## src/rtl/id_pair_packer_if.sv

```systemverilog
// id_pair_packer_if: ID-pair input stream and packed-word output stream.
interface id_pair_packer_if #(
    parameter int BUS_WIDTH  = 512,
    parameter int PAIR_WIDTH = 16
);
    logic [PAIR_WIDTH-1:0]  S_AXIS_ID_PAIR_tdata;
    logic                   S_AXIS_ID_PAIR_tvalid;
    logic                   S_AXIS_ID_PAIR_tlast;
    logic                   S_AXIS_ID_PAIR_tready;
    logic [BUS_WIDTH-1:0]   M_AXIS_DATA_tdata;
    logic [BUS_WIDTH/8-1:0] M_AXIS_DATA_tkeep;
    logic                   M_AXIS_DATA_tvalid;
    logic                   M_AXIS_DATA_tlast;
    logic                   M_AXIS_DATA_tready;
    modport master (
        output S_AXIS_ID_PAIR_tdata, S_AXIS_ID_PAIR_tvalid, S_AXIS_ID_PAIR_tlast, M_AXIS_DATA_tready,
        input  S_AXIS_ID_PAIR_tready, M_AXIS_DATA_tdata, M_AXIS_DATA_tkeep, M_AXIS_DATA_tvalid, M_AXIS_DATA_tlast
    );
    modport slave (
        input  S_AXIS_ID_PAIR_tdata, S_AXIS_ID_PAIR_tvalid, S_AXIS_ID_PAIR_tlast, M_AXIS_DATA_tready,
        output S_AXIS_ID_PAIR_tready, M_AXIS_DATA_tdata, M_AXIS_DATA_tkeep, M_AXIS_DATA_tvalid, M_AXIS_DATA_tlast
    );
endinterface

```

## src/rtl/id_pair_packer.sv

```systemverilog
// id_pair_packer: packs ID pairs into bus-width words, flushing partial words on tlast.
module id_pair_packer #(
    parameter int BUS_WIDTH      = 512,
    parameter int VEC_ID_WIDTH   = 8,
    parameter int PAIR_WIDTH     = 2*VEC_ID_WIDTH,
    parameter int PAIRS_PER_WORD = BUS_WIDTH/PAIR_WIDTH,
    parameter int SLOT_WIDTH     = $clog2(PAIRS_PER_WORD)
)(
    input  logic                ap_clk,
    input  logic                ap_rst,
    id_pair_packer_if.slave     bus,
    output logic [31:0]         o_PairCount,
    output logic                o_Busy
);
    localparam int KEEP_WIDTH = BUS_WIDTH/8;
    localparam int PAIR_BYTES = PAIR_WIDTH/8;
    localparam logic [SLOT_WIDTH-1:0] LAST_SLOT = SLOT_WIDTH'(PAIRS_PER_WORD-1);
    localparam logic [KEEP_WIDTH-1:0] KEEP_ONES = '1;
    logic [BUS_WIDTH-1:0]  asm_q, asm_d, merged, data_q, data_d;
    logic [KEEP_WIDTH-1:0] keep_q, keep_d;
    logic [SLOT_WIDTH-1:0] slot_q, slot_d;
    logic [31:0]           count_q, count_d;
    logic                  valid_q, valid_d, last_q, last_d;
    logic                  accept, flush, drain;
    assign bus.S_AXIS_ID_PAIR_tready = !valid_q || bus.M_AXIS_DATA_tready;
    assign bus.M_AXIS_DATA_tdata     = data_q;
    assign bus.M_AXIS_DATA_tkeep     = keep_q;
    assign bus.M_AXIS_DATA_tvalid    = valid_q;
    assign bus.M_AXIS_DATA_tlast     = last_q;
    assign o_PairCount               = count_q;
    assign o_Busy                    = (slot_q != '0) || valid_q;
    always_comb begin
        accept = bus.S_AXIS_ID_PAIR_tvalid && bus.S_AXIS_ID_PAIR_tready;
        flush  = accept && (slot_q == LAST_SLOT || bus.S_AXIS_ID_PAIR_tlast);
        drain  = valid_q && bus.M_AXIS_DATA_tready;
        // slots above the current one are already zero since asm clears on every flush
        merged = asm_q;
        merged[int'(slot_q)*PAIR_WIDTH +: PAIR_WIDTH] = bus.S_AXIS_ID_PAIR_tdata;
        slot_d  = flush ? '0 : accept ? slot_q + SLOT_WIDTH'(1) : slot_q;
        asm_d   = flush ? '0 : accept ? merged : asm_q;
        valid_d = flush || (valid_q && !drain);
        data_d  = flush ? merged : data_q;
        keep_d  = flush ? ~(KEEP_ONES << ((int'(slot_q) + 1) * PAIR_BYTES)) : keep_q;
        last_d  = flush ? bus.S_AXIS_ID_PAIR_tlast : last_q;
        count_d = count_q + 32'(accept);
    end
    always_ff @(posedge ap_clk or posedge ap_rst) begin
        if (ap_rst) begin
            asm_q   <= '0;
            slot_q  <= '0;
            data_q  <= '0;
            keep_q  <= '0;
            last_q  <= 1'b0;
            valid_q <= 1'b0;
            count_q <= '0;
        end else begin
            asm_q   <= asm_d;
            slot_q  <= slot_d;
            data_q  <= data_d;
            keep_q  <= keep_d;
            last_q  <= last_d;
            valid_q <= valid_d;
            count_q <= count_d;
        end
    end
endmodule
```

## src/flat_wrapper.sv

```systemverilog
// flat-port wrapper written by rule: the top's interface ports become plain ports
module id_pair_packer_flat 
#(
    parameter int BUS_WIDTH      = 512,
    parameter int VEC_ID_WIDTH   = 8,
    parameter int PAIR_WIDTH     = 2*VEC_ID_WIDTH,
    parameter int PAIRS_PER_WORD = BUS_WIDTH/PAIR_WIDTH,
    parameter int SLOT_WIDTH     = $clog2(PAIRS_PER_WORD)
)
  (ap_clk, ap_rst, o_PairCount, o_Busy, bus_S_AXIS_ID_PAIR_tdata, bus_S_AXIS_ID_PAIR_tvalid, bus_S_AXIS_ID_PAIR_tlast, bus_M_AXIS_DATA_tready, bus_S_AXIS_ID_PAIR_tready, bus_M_AXIS_DATA_tdata, bus_M_AXIS_DATA_tkeep, bus_M_AXIS_DATA_tvalid, bus_M_AXIS_DATA_tlast);
  id_pair_packer_if #(.BUS_WIDTH(BUS_WIDTH), .PAIR_WIDTH(PAIR_WIDTH)) bus_i ();
  input  logic ap_clk;
  input  logic ap_rst;
  output logic [31:0] o_PairCount;
  output logic o_Busy;
  input wire logic [$bits(bus_i.S_AXIS_ID_PAIR_tdata)-1:0] bus_S_AXIS_ID_PAIR_tdata;
  input wire logic [$bits(bus_i.S_AXIS_ID_PAIR_tvalid)-1:0] bus_S_AXIS_ID_PAIR_tvalid;
  input wire logic [$bits(bus_i.S_AXIS_ID_PAIR_tlast)-1:0] bus_S_AXIS_ID_PAIR_tlast;
  input wire logic [$bits(bus_i.M_AXIS_DATA_tready)-1:0] bus_M_AXIS_DATA_tready;
  output wire logic [$bits(bus_i.S_AXIS_ID_PAIR_tready)-1:0] bus_S_AXIS_ID_PAIR_tready;
  output wire logic [$bits(bus_i.M_AXIS_DATA_tdata)-1:0] bus_M_AXIS_DATA_tdata;
  output wire logic [$bits(bus_i.M_AXIS_DATA_tkeep)-1:0] bus_M_AXIS_DATA_tkeep;
  output wire logic [$bits(bus_i.M_AXIS_DATA_tvalid)-1:0] bus_M_AXIS_DATA_tvalid;
  output wire logic [$bits(bus_i.M_AXIS_DATA_tlast)-1:0] bus_M_AXIS_DATA_tlast;
  assign bus_i.S_AXIS_ID_PAIR_tdata = bus_S_AXIS_ID_PAIR_tdata;
  assign bus_i.S_AXIS_ID_PAIR_tvalid = bus_S_AXIS_ID_PAIR_tvalid;
  assign bus_i.S_AXIS_ID_PAIR_tlast = bus_S_AXIS_ID_PAIR_tlast;
  assign bus_i.M_AXIS_DATA_tready = bus_M_AXIS_DATA_tready;
  assign bus_S_AXIS_ID_PAIR_tready = bus_i.S_AXIS_ID_PAIR_tready;
  assign bus_M_AXIS_DATA_tdata = bus_i.M_AXIS_DATA_tdata;
  assign bus_M_AXIS_DATA_tkeep = bus_i.M_AXIS_DATA_tkeep;
  assign bus_M_AXIS_DATA_tvalid = bus_i.M_AXIS_DATA_tvalid;
  assign bus_M_AXIS_DATA_tlast = bus_i.M_AXIS_DATA_tlast;
  id_pair_packer #(.BUS_WIDTH(BUS_WIDTH), .VEC_ID_WIDTH(VEC_ID_WIDTH), .PAIR_WIDTH(PAIR_WIDTH), .PAIRS_PER_WORD(PAIRS_PER_WORD), .SLOT_WIDTH(SLOT_WIDTH)) u_core (.ap_clk(ap_clk), .ap_rst(ap_rst), .bus(bus_i), .o_PairCount(o_PairCount), .o_Busy(o_Busy));
endmodule
```

## config.mk

```make
export PLATFORM = sky130hd
export DESIGN_NAME = id_pair_packer_flat
export DESIGN_NICKNAME = d
export VERILOG_FILES = /design/src/rtl/id_pair_packer_if.sv /design/src/rtl/id_pair_packer.sv /design/src/flat_wrapper.sv
export SDC_FILE = /design/constraint.sdc
export NUM_CORES = 2
export LEC_CHECK = 0
export ABC_CLOCK_PERIOD_IN_PS = 42200
export BUFFER_PORTS_ARGS = -buffer_cell sky130_fd_sc_hd__buf_2
export CAP_MARGIN = 0
export CORE_MARGIN = 4
export CORE_UTILIZATION = 55
export CTS_CLUSTER_SIZE = 16
export DETAILED_ROUTE_END_ITERATION = 8
export GPL_TIMING_DRIVEN = 0
export PLACE_DENSITY = 0.77
export SLEW_MARGIN = 30
export SYNTH_ARGS = -nofsm -noshare
export SYNTH_HDL_FRONTEND = slang
export SYNTH_SLANG_ARGS = --single-unit
```

## constraint.sdc

```tcl
create_clock -name ap_clk -period 42.2 [get_ports ap_clk]
set_input_delay 8.44 -clock ap_clk [delete_from_list [all_inputs] [get_ports ap_clk]]
set_output_delay 8.44 -clock ap_clk [all_outputs]
set_load 0.005 [all_outputs]
```

======== After elaboration in Yosys (flattened, before gate mapping) ========
Cells that the tools add are included.
cells by class
  add/sub/neg operators ................... 4
  reductions and logical operators ........ 12
  multiplexer cells ....................... 5
  equality and inequality tests ........... 1
  shift operators ......................... 3
  bitwise logic cells ..................... 1
operators with widths
  kind                         number
  $mux W512                    2
  $bwmux W512                  1
  $shift A16 B33 Y512 const A  1
  $shiftx A16 B33 Y512         1
  $not A64 Y64                 1
  $shl A64 B32 Y64 const A     1
  $neg A9 Y33                  1
  $add A32 B1 Y32              1
  $mux W5                      2
  $add A5 B1 Y6 const B        1
  $add A5 B1 Y5 const B        1
  $eq A5 B5 Y1 const B         1
  $reduce_bool A5 Y1           1
  $logic_and A1 B1 Y1          4
  $logic_or A1 B1 Y1           4
  $logic_not A1 Y1             2
  $reduce_bool A2 Y1           1
storage, ports and cells
  output and inout port bits .............. 612
  register bits after elaboration ......... 1127
  input bits .............................. 21
  logic and storage cells ................. 33

======== Logic depth before layout (Yosys ltp) ========
  depth after elaboration ................. 5
  mapped depth ............................ 17
  gate-level depth less buffers ........... 10

======== Worst setup path before layout ========
Ideal clock, no wire load.
  path kind ............................... input -> output
  start ................................... input bus_M_AXIS_DATA_tready
  end ..................................... output bus_S_AXIS_ID_PAIR_tready
  setup slack ............................. 24.620 ns
  stages .................................. 3
  required time ........................... 33.760 ns
  arrival ................................. 9.140 ns
  buffers on the path ..................... 2
  path through ............................ nand2b_1 > clkbuf_1 > clkbuf_1
between the ends
  cells in the longest elaborated chain, start to end .. 1
ends and longest elaborated chain
  what                RTL line              source
  start: declaration  flat_wrapper.sv:19    input wire logic [$bits(bus_i.M_AXIS_DATA_tready)-1:0] bus_M_AXIS_DATA_tready;
  $logic_or A1 B1 Y1  id_pair_packer.sv:25  assign bus.S_AXIS_ID_PAIR_tready = !valid_q || bus.M_AXIS_DATA_tready;
  end: declaration    flat_wrapper.sv:20    output wire logic [$bits(bus_i.S_AXIS_ID_PAIR_tready)-1:0] bus_S_AXIS_ID_PAIR_tready;
No other way between the ends.

======== Worst setup path in the final report ========
Ends and elaborated chain as after synthesis.

==> impl_metrics.yaml <==
route:
  vias: 40660
  avgRoutedWirePerCell_um: 30.39
  drtIter0Drc: 5021
  wl_um: 185200
  vias_per_cell: 6.673
  ant_nets: 0
  dr.pass1.iters: 9
  route.detailed.drc: 1
worst_setup_path:
  r2r_end: "u_core.asm_q[243]$_DFFE_PP0P_"
  crit_path_start_kind: "input port"
  end_kind: "output pin"
  worstPathArrival_ns: 9.85
  r2r_start: "u_core.slot_q[0]$_DFFE_PP0P_"
  cp-startpoint: "bus_M_AXIS_DATA_tready"
  cp_slowest_cell: "clkbuf_1"
  required_ns: 33.76
  path_class: "in -> out"
  slowest_delay_ns: 0.41
  endpoint: "bus_S_AXIS_ID_PAIR_tready"
  worstPathMaxFanout: 10
  rr_worst_depth: 14
  path_cells: "buf_2 > nand2b_1 > clkbuf_1 > clkbuf_1 > buf_2"
  ff2ff_setup_slack_ns: 36.56
sta:
  slew_headroom: 0.2203
  period_share: 0.4335
  drv_slew: 0
  fin_hold_ws_ns: 0.4610
  finalHoldViolations: 0
  setup_viol: 0
  final.setup_skew_ns: 0.01634
  fin_setup_tns_ns: 0
  fmax_ghz: 0.05467
  min_period_ns: 18.29
  timing.final.ws_setup_ns: 23.91
  tightest_slew_ns: 1.167
  rsz0062_at_grt: "no"
yosys:
  async_reset_ff_frac: 1.000
  synthCells: 4170
  post-synth-top-area-cell: "dfrtp_1"
  synthesis.nets: 4200
  synthDistinctLibCells: 64
  synth_area_um2: 46340
  ys_warn_count: 0
  ys_seq_area_frac: 0.5913
  ys_top_cells_by_area: "dfrtp_1, o2bb2ai_1, nand2_1"
  synth.avg_cell_area_um2: 11.11
  ys_ff_latch: 1095
  synth_top_flop_cell: "dfrtp_1"
  yosysTopAreaCellShare: 0.5913
  synth-edff-count: 0
grt:
  grt_usage: 0.4058
  grt_max_degree: 100
  antenna_found_initial: 13
  grt_pass1_wl_um: 267300
  grt_pass1_vias: 39820
  grt-ovfl-total: 0
layout:
  final_util: 0.6567
  fin_area_um2: 54870
  layout_common_cells: "dfrtp_1, buf_2, nand2_1"
  area_delta_synth_final_pct: 18.40
  fillers: 6583
  final_common_cell: "dfrtp_1"
  drive_above_1_share: 0.1888
  nNetsFinal: 4947
  stdcell_count: 6093
placed_design:
  hpwlAfterDp_um: 135400
  dpl_worst_slack_ns: 23.98
  numPortBuffers: 621
  placed_cell_area_um2: 51240
  gp_congestion: 0.9726
  dp.cells: 5885
outcome:
  violations: "DRC"
  outcome: "finished, violations left"
cts:
  ctsHoldBuffers: 0
  cts_resized: 0
  cts_tree: "yes"
  path_clk_slew_ns: 0.06
  clock_latency_ns: 0.69
  cts_made_buffers: 109
  cts_setup_buffers: 0
  cts.sinks: 1095
  cts_buffer_depth: 3
  clockRootBuffer: "clkbuf_16"
  htreeDepth: 3
die:
  rows: 106
  die_h_um: 298.3
  io_pins: 633
  dieWidth_um: 298.3
  dieArea_um2: 88970
  initial_utilization: 0.5547
  core_um2: 83560
run:
  max_cap_viol_count: 0
power:
  power_mw: 2.369
  p_leak_nw: 27.12
  peakVddDrop_v: 0.00003306
  power.density_nw_per_um2: 43.18
worst_hold_path:
  hp-class: "reg -> reg"
routing by layer:
metal / track usage / vias up / wire length, um
li1: - / 16790 / -
met5: 0.01028 / - / 152
met4: 0.2542 / 10 / 13960
met3: 0.1366 / 664 / 23000
met1: 0.5142 / 20300 / 67430
met2: 0.6024 / 2900 / 80610
sequential cells by signal (all words and copies together) (netlist names):
name                           flops
u_core.asm_q                     512
u_core.bus.M_AXIS_DATA_tdata     512
u_core.bus.M_AXIS_DATA_tkeep      32
u_core.o_PairCount                32
u_core.slot_q                      5
u_core.bus.M_AXIS_DATA_tlast       1
u_core.bus.M_AXIS_DATA_tvalid      1
worst min-delay path by stage:
stage	startpoint	endpoint	slack [ns]	cells past startpoint
after global placement	u_core.asm_q[125]$_DFFE_PP0P_	u_core.bus.M_AXIS_DATA_tdata[125]$_DFFE_PP0P_	0.46	1
after floorplan	u_core.asm_q[112]$_DFFE_PP0P_	u_core.bus.M_AXIS_DATA_tdata[112]$_DFFE_PP0P_	0.45	1
after global routing	u_core.o_PairCount[31]$_DFF_PP0_	u_core.o_PairCount[31]$_DFF_PP0_	0.49	1
after detailed placement	u_core.o_PairCount[31]$_DFF_PP0_	u_core.o_PairCount[31]$_DFF_PP0_	0.45	1
final	u_core.o_PairCount[31]$_DFF_PP0_	u_core.o_PairCount[31]$_DFF_PP0_	0.46	1
after CTS	u_core.o_PairCount[31]$_DFF_PP0_	u_core.o_PairCount[31]$_DFF_PP0_	0.47	1
report_power, final:
group / internal, mW / switching [mW] / leakage, nW / total (mW)
Sequential: 1.06 / 0.0158 / 15.2 / 1.08
Clock: 0.558 / 0.423 / 1.78 / 0.980
Combinational: 0.0618 / 0.247 / 10.2 / 0.309
Total: 1.68 / 0.685 / 27.1 / 2.37
kinds of logic after synthesis:
logic type	after synthesis	synth area share
flops	1095	0.5913
simple gates	1113	0.1035
xor+xnor	34	0.006426
buf+inv	397	0.03680
mux	203	0.04387
compound gates	1319	0.2157
fa+ha+maj	9	0.002430
critical path, delay by kind of cell:
kind                   cells  cell delay [ns]
AND/OR/NAND/NOR            1             0.30
buffers and inverters      4             1.10
cells in the mapped netlist (5+ instances only):
| library cell | n |
|---|---|
| dfrtp_1 | 1095 |
| nand2_1 | 589 |
| o2bb2ai_1 | 410 |
| clkbuf_1 | 288 |
| nor2_1 | 265 |
| a221o_1 | 210 |
| mux2i_1 | 202 |
| o21ai_0 | 196 |
| a21oi_1 | 165 |
| a22o_1 | 97 |
| o21ai_1 | 66 |
| nand3_1 | 62 |
| a31oi_1 | 56 |
| nor3_1 | 51 |
| buf_2 | 43 |
| buf_4 | 37 |
| and2_1 | 36 |
| a21o_1 | 35 |
| xnor2_1 | 26 |
| nand4_1 | 24 |
| and3_1 | 23 |
| nand2b_1 | 23 |
| a32o_1 | 22 |
| o211ai_1 | 18 |
| buf_1 | 17 |
| o22ai_1 | 17 |
| ha_1 | 9 |
| inv_1 | 9 |
| xor2_1 | 8 |
| o21a_1 | 6 |
| and4_1 | 5 |
| o22a_1 | 5 |
cell type report:
type	instances	area, um2	area share
diodes	8	20.02	0.0003648
plain buffers	388	1692	0.03083
clock buffers	160	3179	0.05794
clock inverters	39	384.1	0.007000
inverters	9	41.29	0.0007525
multi-input cells	2678	17300	0.3153
flip-flops and latches	1095	27400	0.4994
well taps	1080	1351	0.02463
repair buffers	636	3505	0.06387
(Power assumes the default switching activity.)
